## src/rtl/score_keeper.sv

```systemverilog
// score_keeper: per-frame game-rule stage for the paddle/ball game.
//
// Watches the composite ball and paddle video against VGA blanking. Each frame is classified
// as a paddle hit, a miss (ball reached the first visible column without contact) or neither.
// Misses are counted as points, the pause/serve sequence is paced in frames, and the score
// is driven onto a 7-segment digit.
//
// Optional feature (macro SCORE_SPEEDUP_EN): counts hit frames and raises o_Speed one step
// every p_HITS_PER_STEP hits, saturating at 3. Without the macro o_Speed is tied to 0.
//
// Ports:
//   i_Clk        pixel clock
//   i_Reset      synchronous active-high reset
//   i_VReset     one-cycle pulse at frame start; frame evaluation point
//   i_HBlank     horizontal blanking level
//   i_VBlank     vertical blanking level
//   i_HBall      ball horizontal-window video
//   i_VBall      ball vertical-window video
//   i_Paddle     paddle video
//   i_Restart    level; leaves the game-over state
//   o_Serve      high for the whole serve frame (ball re-centres)
//   o_Freeze     high while paused or game over (ball motion halted)
//   o_Score      binary miss count 0..p_MAX_SCORE
//   o_Game_Over  high in the game-over state
//   o_Seg        active-low segments, bit0=A .. bit6=G, shows o_Score
//   o_Speed      speed step (optional feature)
module score_keeper #(
    parameter int unsigned p_MAX_SCORE     = 9,
    parameter int unsigned p_PAUSE_FRAMES  = 60,
    parameter int unsigned p_HITS_PER_STEP = 4
) (
    input  logic       i_Clk,
    input  logic       i_Reset,
    input  logic       i_VReset,
    input  logic       i_HBlank,
    input  logic       i_VBlank,
    input  logic       i_HBall,
    input  logic       i_VBall,
    input  logic       i_Paddle,
    input  logic       i_Restart,
    output logic       o_Serve,
    output logic       o_Freeze,
    output logic [3:0] o_Score,
    output logic       o_Game_Over,
    output logic [6:0] o_Seg,
    output logic [1:0] o_Speed
);

    typedef enum logic [1:0] {
        StPlay,
        StPause,
        StServe,
        StGameOver
    } state_t;

    localparam logic [3:0] MaxScore   = 4'(p_MAX_SCORE);
    localparam logic [7:0] PauseLoad  = 8'(p_PAUSE_FRAMES - 1);

    state_t     state_q, state_d;
    logic [7:0] frame_cnt_q, frame_cnt_d;
    logic [3:0] score_d;
    logic       hblank_q;
    logic       hit_q, miss_q;

    logic visible;
    logic ball_pix;
    logic first_col;

    assign visible   = ~i_HBlank & ~i_VBlank;
    assign ball_pix  = i_HBall & i_VBall & visible;
    // Rising edge of the visible region within a line.
    assign first_col = ~i_HBlank & hblank_q;

    function automatic logic [6:0] seg_encode(input logic [3:0] value);
        logic [6:0] seg;
        unique case (value)
            4'd0:    seg = 7'b1000000;
            4'd1:    seg = 7'b1111001;
            4'd2:    seg = 7'b0100100;
            4'd3:    seg = 7'b0110000;
            4'd4:    seg = 7'b0011001;
            4'd5:    seg = 7'b0010010;
            4'd6:    seg = 7'b0000010;
            4'd7:    seg = 7'b1111000;
            4'd8:    seg = 7'b0000000;
            4'd9:    seg = 7'b0010000;
            default: seg = 7'h7F;
        endcase
        return seg;
    endfunction

    // Per-frame detection flags. Cleared on i_VReset; anything seen in that same cycle is
    // dropped so it cannot leak into the next frame.
    always_ff @(posedge i_Clk) begin
        if (i_Reset) begin
            hblank_q <= 1'b0;
            hit_q    <= 1'b0;
            miss_q   <= 1'b0;
        end else begin
            hblank_q <= i_HBlank;
            if (i_VReset) begin
                hit_q  <= 1'b0;
                miss_q <= 1'b0;
            end else if (state_q == StPlay) begin
                if (ball_pix && i_Paddle) hit_q  <= 1'b1;
                if (ball_pix && first_col) miss_q <= 1'b1;
            end
        end
    end

`ifdef SCORE_SPEEDUP_EN
    localparam logic [3:0] HitsPerStep = 4'(p_HITS_PER_STEP);
    logic [3:0] hit_cnt_q, hit_cnt_d;
    logic [1:0] speed_q, speed_d;
`else
    // Parameter only matters with the speed-up feature compiled in.
    logic [3:0] unused_hits_per_step;
    assign unused_hits_per_step = 4'(p_HITS_PER_STEP);
`endif

    always_comb begin
        state_d     = state_q;
        frame_cnt_d = frame_cnt_q;
        score_d     = o_Score;
`ifdef SCORE_SPEEDUP_EN
        hit_cnt_d   = hit_cnt_q;
        speed_d     = speed_q;
`endif
        unique case (state_q)
            StPlay: begin
                if (i_VReset) begin
                    // A hit in the same frame as a miss cancels the point.
                    if (hit_q) begin
`ifdef SCORE_SPEEDUP_EN
                        if (hit_cnt_q + 4'd1 == HitsPerStep) begin
                            hit_cnt_d = 4'd0;
                            if (speed_q != 2'd3) speed_d = speed_q + 2'd1;
                        end else begin
                            hit_cnt_d = hit_cnt_q + 4'd1;
                        end
`endif
                    end else if (miss_q) begin
                        if (o_Score < MaxScore) score_d = o_Score + 4'd1;
`ifdef SCORE_SPEEDUP_EN
                        speed_d = 2'd0;
`endif
                        if (score_d == MaxScore) begin
                            state_d = StGameOver;
                        end else begin
                            frame_cnt_d = PauseLoad;
                            state_d     = StPause;
                        end
                    end
                end
            end
            StPause: begin
                if (i_VReset) begin
                    if (frame_cnt_q == 8'd0) state_d = StServe;
                    else frame_cnt_d = frame_cnt_q - 8'd1;
                end
            end
            StServe: begin
                if (i_VReset) state_d = StPlay;
            end
            StGameOver: begin
                if (i_Restart) begin
                    state_d = StServe;
                    score_d = 4'd0;
`ifdef SCORE_SPEEDUP_EN
                    hit_cnt_d = 4'd0;
                    speed_d   = 2'd0;
`endif
                end
            end
            default: state_d = StServe;
        endcase
    end

    always_ff @(posedge i_Clk) begin
        if (i_Reset) begin
            state_q     <= StServe;
            frame_cnt_q <= 8'd0;
            o_Score     <= 4'd0;
            o_Serve     <= 1'b1;
            o_Freeze    <= 1'b0;
            o_Game_Over <= 1'b0;
            o_Seg       <= 7'b1000000;
        end else begin
            state_q     <= state_d;
            frame_cnt_q <= frame_cnt_d;
            o_Score     <= score_d;
            // Flags follow the registered state, so they lag the transition by one cycle.
            o_Serve     <= (state_q == StServe);
            o_Freeze    <= (state_q == StPause) || (state_q == StGameOver);
            o_Game_Over <= (state_q == StGameOver);
            o_Seg       <= seg_encode(o_Score);
        end
    end

`ifdef SCORE_SPEEDUP_EN
    always_ff @(posedge i_Clk) begin
        if (i_Reset) begin
            hit_cnt_q <= 4'd0;
            speed_q   <= 2'd0;
        end else begin
            hit_cnt_q <= hit_cnt_d;
            speed_q   <= speed_d;
        end
    end
    assign o_Speed = speed_q;
`else
    assign o_Speed = 2'd0;
`endif

endmodule

```

## config.mk

```make
export PLATFORM = sky130hd
export DESIGN_NAME = score_keeper
export DESIGN_NICKNAME = d
export VERILOG_FILES = /design/src/rtl/score_keeper.sv
export SDC_FILE = /design/constraint.sdc
export NUM_CORES = 1
export LEC_CHECK = 0
export ABC_CLOCK_PERIOD_IN_PS = 2600
export CAP_MARGIN = 25
export CORE_ASPECT_RATIO = 1.75
export CORE_MARGIN = 1
export CORE_UTILIZATION = 45
export CTS_BUF_LIST = sky130_fd_sc_hd__clkbuf_8
export DETAILED_ROUTE_END_ITERATION = 10
export PLACE_DENSITY = 0.69
export SKIP_LAST_GASP = 1
export SLEW_MARGIN = 20
export SYNTH_ARGS = -nofsm -noshare
export SYNTH_HDL_FRONTEND = slang
export SYNTH_SLANG_ARGS = --single-unit
```

## constraint.sdc

```tcl
create_clock -name i_Clk -period 2.6 [get_ports i_Clk]
set_clock_uncertainty 0.1 [all_clocks]
set_input_delay 0.65 -clock i_Clk [delete_from_list [all_inputs] [get_ports i_Clk]]
set_output_delay 0.65 -clock i_Clk [all_outputs]
set_load 0.01 [all_outputs]
```

==> impl_metrics.py, run 1 <==
metrics = {
    "synth": {
        "synth_warnings": 0,
        "synth_top_area_share_pct": 37.0,
        "yosysSeqAreaShare_pct": 37.0,
        "synth_cells": 168,
        "synth_edf_count": 0,
        "synth_ff_type": "dfxtp_1",
        "synth.avg_cell_area_sq_um": 8.69,
        "syn_area_sq_um": 1460,
        "yosysTopAreaCell": "dfxtp_1",
        "ys_ff_latch": 27,
        "synth-async-reset-ratio_pct": 0,
        "synth_cell_types": 45,
        "synth_area_leaders": "dfxtp_1 (37%), a21oi_1 (5.8%), ha_1 (5.1%)",
    },
    "global_route": {
        "overflow": 0,
        "grt_pass1_vias": 1357,
        "track_usage_pct": 21.7,
        "grt_pass1_wl_um": 5740,
        "antenna_found_initial": 0,
        "grt_max_degree": 17,
    },
    "die": {
        "coreArea_sq_um": 3110,
        "ioPinCount": 25,
        "die_h_um": 77.4,
        "start_util_pct": 47.0,
        "die_w_um": 45.1,
        "core.rowCount": 27,
        "die_area_sq_um": 3490,
    },
    "cells_and_area": {
        "nFillCells": 313,
        "nets": 204,
        "utilization_pct": 56.2,
        "seq_area_sq_um": 541,
        "area_growth_syn_to_layout_pct": 19.6,
        "n_antenna_cell": 0,
        "fin_area_sq_um": 1750,
        "multi_input_area_sq_um": 831,
        "drive_above_1_share_pct": 8.51,
    },
    "hold_path": {
        "whs_path_depth": 2,
        "hp-class": "reg2reg",
    },
    "cts": {
        "cts_made_buffers": 3,
        "cts_resized": 0,
        "htreeDepth": 1,
        "clock_latency_ns": 0.28,
        "cts_tree": "yes",
        "ctsLongestPathBuffers": 2,
        "clk_pin_slew_ns": 0.09,
        "clock_sinks": 27,
        "root_buffer": "clkbuf_8",
        "cts_hold_buf": 0,
        "post_cts_buffers": 0,
    },
    "timing": {
        "rsz0062_at_grt": "no",
        "worst_pin_slew_ns": 0.590,
        "holdWs_ns": 0.436,
        "layout_min_cycle_time_ns": 2.31,
        "max_freq_ghz": 0.433,
        "setup_tns_ns": 0,
        "period_share_pct": 88.8,
        "finalHoldViolations": 0,
        "setup_violations": 0,
        "worst_slew_margin_rel_pct": 60.4,
        "slew_viol_final": 0,
    },
    "drt": {
        "wirelength_um": 3320,
        "post_drt_wl_per_cell_um": 14.4,
        "first_iter_violations": 26,
        "dr.pass1.iters": 4,
        "viasPerCell": 5.54,
        "vias": 1279,
        "ant_nets": 0,
        "drc": 0,
    },
    "status": {
        "status": "complete, no violations",
    },
    "power": {
        "peakVddDrop_mv": 0.322,
        "p_sw_mw": 0.162,
        "power_per_cell_area_nw_per_um2": 406,
        "p_sw_share_pct": 22.8,
        "clock_power_share_pct": 35.1,
        "seqPwrFrac_pct": 59.4,
        "p_leak_nw": 0.583,
        "intPower_mw": 0.547,
        "p_comb_share_pct": 5.6,
    },
    "placed_design": {
        "dpl_cell_area_sq_um": 1700,
        "place_congestion": 0.861,
        "io_buffers": 22,
        "hpwl_um": 2550,
    },
    "critical_path": {
        "cp.depth": 1,
        "reg2regPathDepth": 7,
        "cp.required_ns": 1.85,
        "crit_path_max_incr_delay_ns": 0.64,
        "crit_family": "flip-flops",
        "crit_buf_inv": 1,
        "crit_arrival_ns": 1.56,
        "crit_fanout": 16,
        "start_kind": "flip-flop",
        "path_class": "reg2out",
        "slowest_stage": "dfxtp_1",
        "worstSetupEndpointType": "output port",
        "crit_chain": "clkdlybuf4s50_1",
    },
    "flow_run": {
        "max_cap_violations": 0,
    },
}
flip-flops by register name (all words and copies together), names as in the netlist:
name,flops
o_Serve,1
o_Seg,7
o_Score,4
miss_q,1
hblank_q,1
o_Game_Over,1
o_Freeze,1
hit_q,1
frame_cnt_q,8
state_q,2
synth_stat cells (all sizes together) (4+ instances only):
cell type   n
dfxtp      27
and3        4
o21ai       6
mux2i       5
inv        10
a211oi      4
a21oi      19
ha          6
nand2       6
nand2b      8
nand3       7
nor2       12
buf         6
or2         4
nor3        7
power groups by stage:
stage / combinational, mW / sequential [mW] / clock, mW
floorplan: 0.0221 / 0.427 / 0
global placement: 0.0381 / 0.430 / 0
detailed placement: 0.0392 / 0.430 / 0
CTS: 0.0393 / 0.420 / 0.254
global route: 0.0425 / 0.421 / 0.269
finish: 0.0394 / 0.421 / 0.248
per-stage QoR:
step,setup slack [ns],std cells,power (mW)
after detailed placement,0.423,227,0.469
after floorplan,0.681,169,0.449
after global routing,0.206,231,0.732
after global placement,0.450,227,0.468
final,0.292,231,0.708
after CTS,0.281,231,0.714
area by class of cell:
class                      instances  area share [%]
inverter                          10            2.15
timing repair buffer              24            13.5
clock inverter                     1           0.430
clock buffer                       3            2.36
tap                               43            3.08
multi-input combinational        123            47.6
sequential                        27            30.9
routing by layer:
layer	up-vias	part of all wire, %	wire [um]	global-route usage (%)
li1	635	-	-	-
met1	610	39	1280	21.0
met2	27	57	1890	41.0
met3	7	2.2	73	2.33
met4	0	2.2	74	11.5
met5	-	0	0	0
final timing paths:
path                           start                     endpoint  slack (ns)
max          o_Score[2]$_SDFFE_PP0P_                   o_Score[2]        0.29
min               hit_q$_SDFFE_PP0P_           hit_q$_SDFFE_PP0P_        0.44
max reg2reg  o_Score[0]$_SDFFE_PP0P_  frame_cnt_q[6]$_SDFFE_PP0P_        0.45
min reg2reg       hit_q$_SDFFE_PP0P_           hit_q$_SDFFE_PP0P_        0.44
logic make-up (layout without fill, tap and decap cells):
logic type / count (synthesis) / in the layout / share of synthesized area [%]
AO/OA/AOI/OAI: 44 / 44 / 20.7
adder cells (fa/ha/maj): 6 / 6 / 5.14
buffers and inverters: 19 / 38 / 6.34
flip-flops: 27 / 27 / 37.0
multiplexers: 6 / 6 / 4.20
other: 1 / 2 / 0.257
AND/OR/NAND/NOR: 65 / 65 / 26.4
placed cells by master, fill, tap and decap left out, drive strengths merged, types with 2 or more instances in the layout:
| cell type | count |
|---|---|
| o221ai | 2 |
| nor2 | 12 |
| nand3 | 7 |
| dfxtp | 27 |
| a21oi | 19 |
| clkdlybuf4s50 | 22 |
| nor4 | 2 |
| ha | 6 |
| a311oi | 2 |
| clkbuf | 3 |
| nand3b | 2 |
| and2 | 3 |
| buf | 2 |
| and3 | 4 |
| a31oi | 3 |
| nand2b | 8 |
| a21o | 2 |
| nor3 | 7 |
| a211oi | 4 |
| nand2 | 6 |
| or2 | 4 |
| nand4 | 3 |
| inv | 10 |
| mux2i | 5 |
| conb | 2 |
| a21boi | 2 |
| o21ai | 6 |
| nor2b | 3 |
No activity file was read; power rests on OpenSTA's default activity.
==> inputs of run 2 (changes only) <==
--- a/config.mk
+++ b/config.mk
@@ -12,7 +12,7 @@
 export CORE_UTILIZATION = 45
 export CTS_BUF_LIST = sky130_fd_sc_hd__clkbuf_8
 export DETAILED_ROUTE_END_ITERATION = 10
-export PLACE_DENSITY = 0.69
+export PLACE_DENSITY = 0.73
 export SKIP_LAST_GASP = 1
 export SLEW_MARGIN = 20
 export SYNTH_ARGS = -nofsm -noshare
==> run 2 against run 1 <==
Effect of this change: non-clock buffer count increased by 1; sequential share of layout area decreased by 0.13 points; worst setup slack improved by 0.012 ns; clock power decreased by 4%; critical path type unchanged; critical endpoint unchanged.
==> impl_metrics.py, run 2 (same netlist as run 1, synthesis figures left out) <==
metrics = {
    "timing": {
        "slew_viol_final": 0,
        "worst_pin_slew_ns": 0.563,
        "rsz0062_at_grt": "no",
        "worst_slew_margin_rel_pct": 62.2,
        "layout_min_cycle_time_ns": 2.30,
        "setup_violations": 0,
        "finalHoldViolations": 0,
        "setup_tns_ns": 0,
        "period_share_pct": 88.3,
        "max_freq_ghz": 0.436,
    },
    "power": {
        "peakVddDrop_mv": 0.325,
        "p_leak_nw": 0.589,
        "power_per_cell_area_nw_per_um2": 399,
    },
    "cells_and_area": {
        "largest_reg_flops": 8,
        "drive_above_1_share_pct": 8.99,
        "fin_area_sq_um": 1750,
        "area_growth_syn_to_layout_pct": 20.1,
        "largestRegisters": "frame_cnt_q x8, o_Seg x7, o_Score x4",
        "layout_commonest_cell": "dfxtp_1",
        "nets": 205,
        "top_register": "frame_cnt_q",
        "final_cell_mix": "dfxtp_1 (27), clkdlybuf4s50_1 (22), a21oi_1 (17), nor2_1 (12), inv_1 (10)",
        "n_antenna_cell": 0,
    },
    "hold_path": {
        "min_to": "miss_q$_SDFFE_PP0P_",
        "hp-class": "reg2reg",
        "whs_path_depth": 2,
        "hold_path_startpoint": "hblank_q$_SDFF_PP0_",
    },
    "critical_path": {
        "slowest_stage": "dfxtp_1",
        "cp.required_ns": 1.85,
        "path_class": "reg2out",
        "regToRegEndpoint": "frame_cnt_q[2]$_SDFFE_PP0P_",
        "crit_fanout": 16,
        "reg2regPathDepth": 7,
        "crit_path_max_incr_delay_ns": 0.65,
        "start_kind": "flip-flop",
        "reg2reg_from": "o_Score[0]$_SDFFE_PP0P_",
        "crit_chain": "clkdlybuf4s50_1",
        "rrSetupSlack_ns": 0.47,
        "crit_arrival_ns": 1.55,
        "crit_buf_inv": 1,
        "crit_family": "flip-flops",
        "worstSetupEndpointType": "output port",
    },
    "cts": {
        "cts_tree": "yes",
        "clk_pin_slew_ns": 0.09,
        "clock_sinks": 27,
        "post_cts_buffers": 0,
        "ctsLongestPathBuffers": 2,
        "root_buffer": "clkbuf_8",
        "htreeDepth": 1,
        "cts_hold_buf": 0,
        "cts_resized": 0,
        "clock_latency_ns": 0.27,
        "cts_made_buffers": 3,
    },
    "global_route": {
        "overflow": 0,
        "grt_pass1_vias": 1237,
        "grt_pass1_wl_um": 5360,
        "grt_max_degree": 17,
        "antenna_found_initial": 0,
        "track_usage_pct": 19.8,
    },
    "die": {
        "start_util_pct": 47.0,
        "die_h_um": 77.4,
        "coreArea_sq_um": 3110,
        "die_w_um": 45.1,
        "ioPinCount": 25,
        "die_area_sq_um": 3490,
        "core.rowCount": 27,
    },
    "drt": {
        "wirelength_um": 3180,
        "first_iter_violations": 30,
        "post_drt_wl_per_cell_um": 13.7,
        "drc": 0,
        "vias": 1294,
        "viasPerCell": 5.58,
        "ant_nets": 0,
        "dr.pass1.iters": 4,
    },
    "placed_design": {
        "place_congestion": 0.880,
        "dpl_cell_area_sq_um": 1710,
        "hpwl_um": 2460,
        "io_buffers": 22,
    },
    "status": {
        "status": "complete, no violations",
    },
    "flow_run": {
        "max_cap_violations": 0,
    },
}
run 2: cell count changes in the layout (fill, tap and decap cells not counted), sizes merged:
cell,change
buf,+1
run 2: metrics by stage:
step / utilization [%] / instances / total power, mW / hold WS [ns] / setup slack (ns)
floorplan: - / 169 / 0.449 / 0.376 / 0.681
global placement: 54.9 / 228 / 0.468 / 0.405 / 0.419
detailed placement: 54.9 / 228 / 0.469 / 0.398 / 0.394
CTS: 56.4 / 232 / 0.706 / 0.424 / 0.320
global route: 56.4 / 232 / 0.727 / 0.458 / 0.229
finish: 56.4 / 232 / 0.699 / 0.422 / 0.304
run 2: final cells by class:
class	count	area, sq um
clock buffer	3	41.3
timing repair buffer	25	243
inverter	10	37.5
sequential	27	541
multi-input combinational	123	831
tap	43	53.8
clock inverter	1	7.51
fill	309	1350
run 2: how the worst max path moves through the flow:
stage                                        from                     endpoint  slack [ns]  cells after the start
after floorplan           o_Score[0]$_SDFFE_PP0P_  frame_cnt_q[2]$_SDFFE_PP0P_        0.68                      7
after global routing      o_Score[2]$_SDFFE_PP0P_                   o_Score[2]        0.23                      1
final                     o_Score[2]$_SDFFE_PP0P_                   o_Score[2]        0.30                      1
after CTS                 o_Score[2]$_SDFFE_PP0P_                   o_Score[2]        0.32                      1
after global placement                   i_VReset  frame_cnt_q[1]$_SDFFE_PP0P_        0.42                      6
after detailed placement                 i_VReset  frame_cnt_q[1]$_SDFFE_PP0P_        0.39                      6
run 2: report_power, final:
group,internal [mW],switching (mW)
sequential,0.416,0.00410
combinational,0.0211,0.0184
clock,0.109,0.131
run 2: routing by layer:
layer  global-route usage (%)  wire, um  part of all wire [%]
met5                        0         0                     0
met4                     5.45        38                   1.2
met3                     2.56        96                   3.0
met2                     37.7      1810                    57
met1                     21.0      1240                    39
==> inputs of run 3 (changes only) <==
--- a/config.mk
+++ b/config.mk
@@ -11,6 +11,7 @@
 export CORE_MARGIN = 1
 export CORE_UTILIZATION = 45
 export CTS_BUF_LIST = sky130_fd_sc_hd__clkbuf_8
+export CTS_CLUSTER_SIZE = 24
 export DETAILED_ROUTE_END_ITERATION = 10
 export PLACE_DENSITY = 0.73
 export SKIP_LAST_GASP = 1
==> results of run 3 <==
The final DEF is identical to that of run 2; final timing and power are the same.
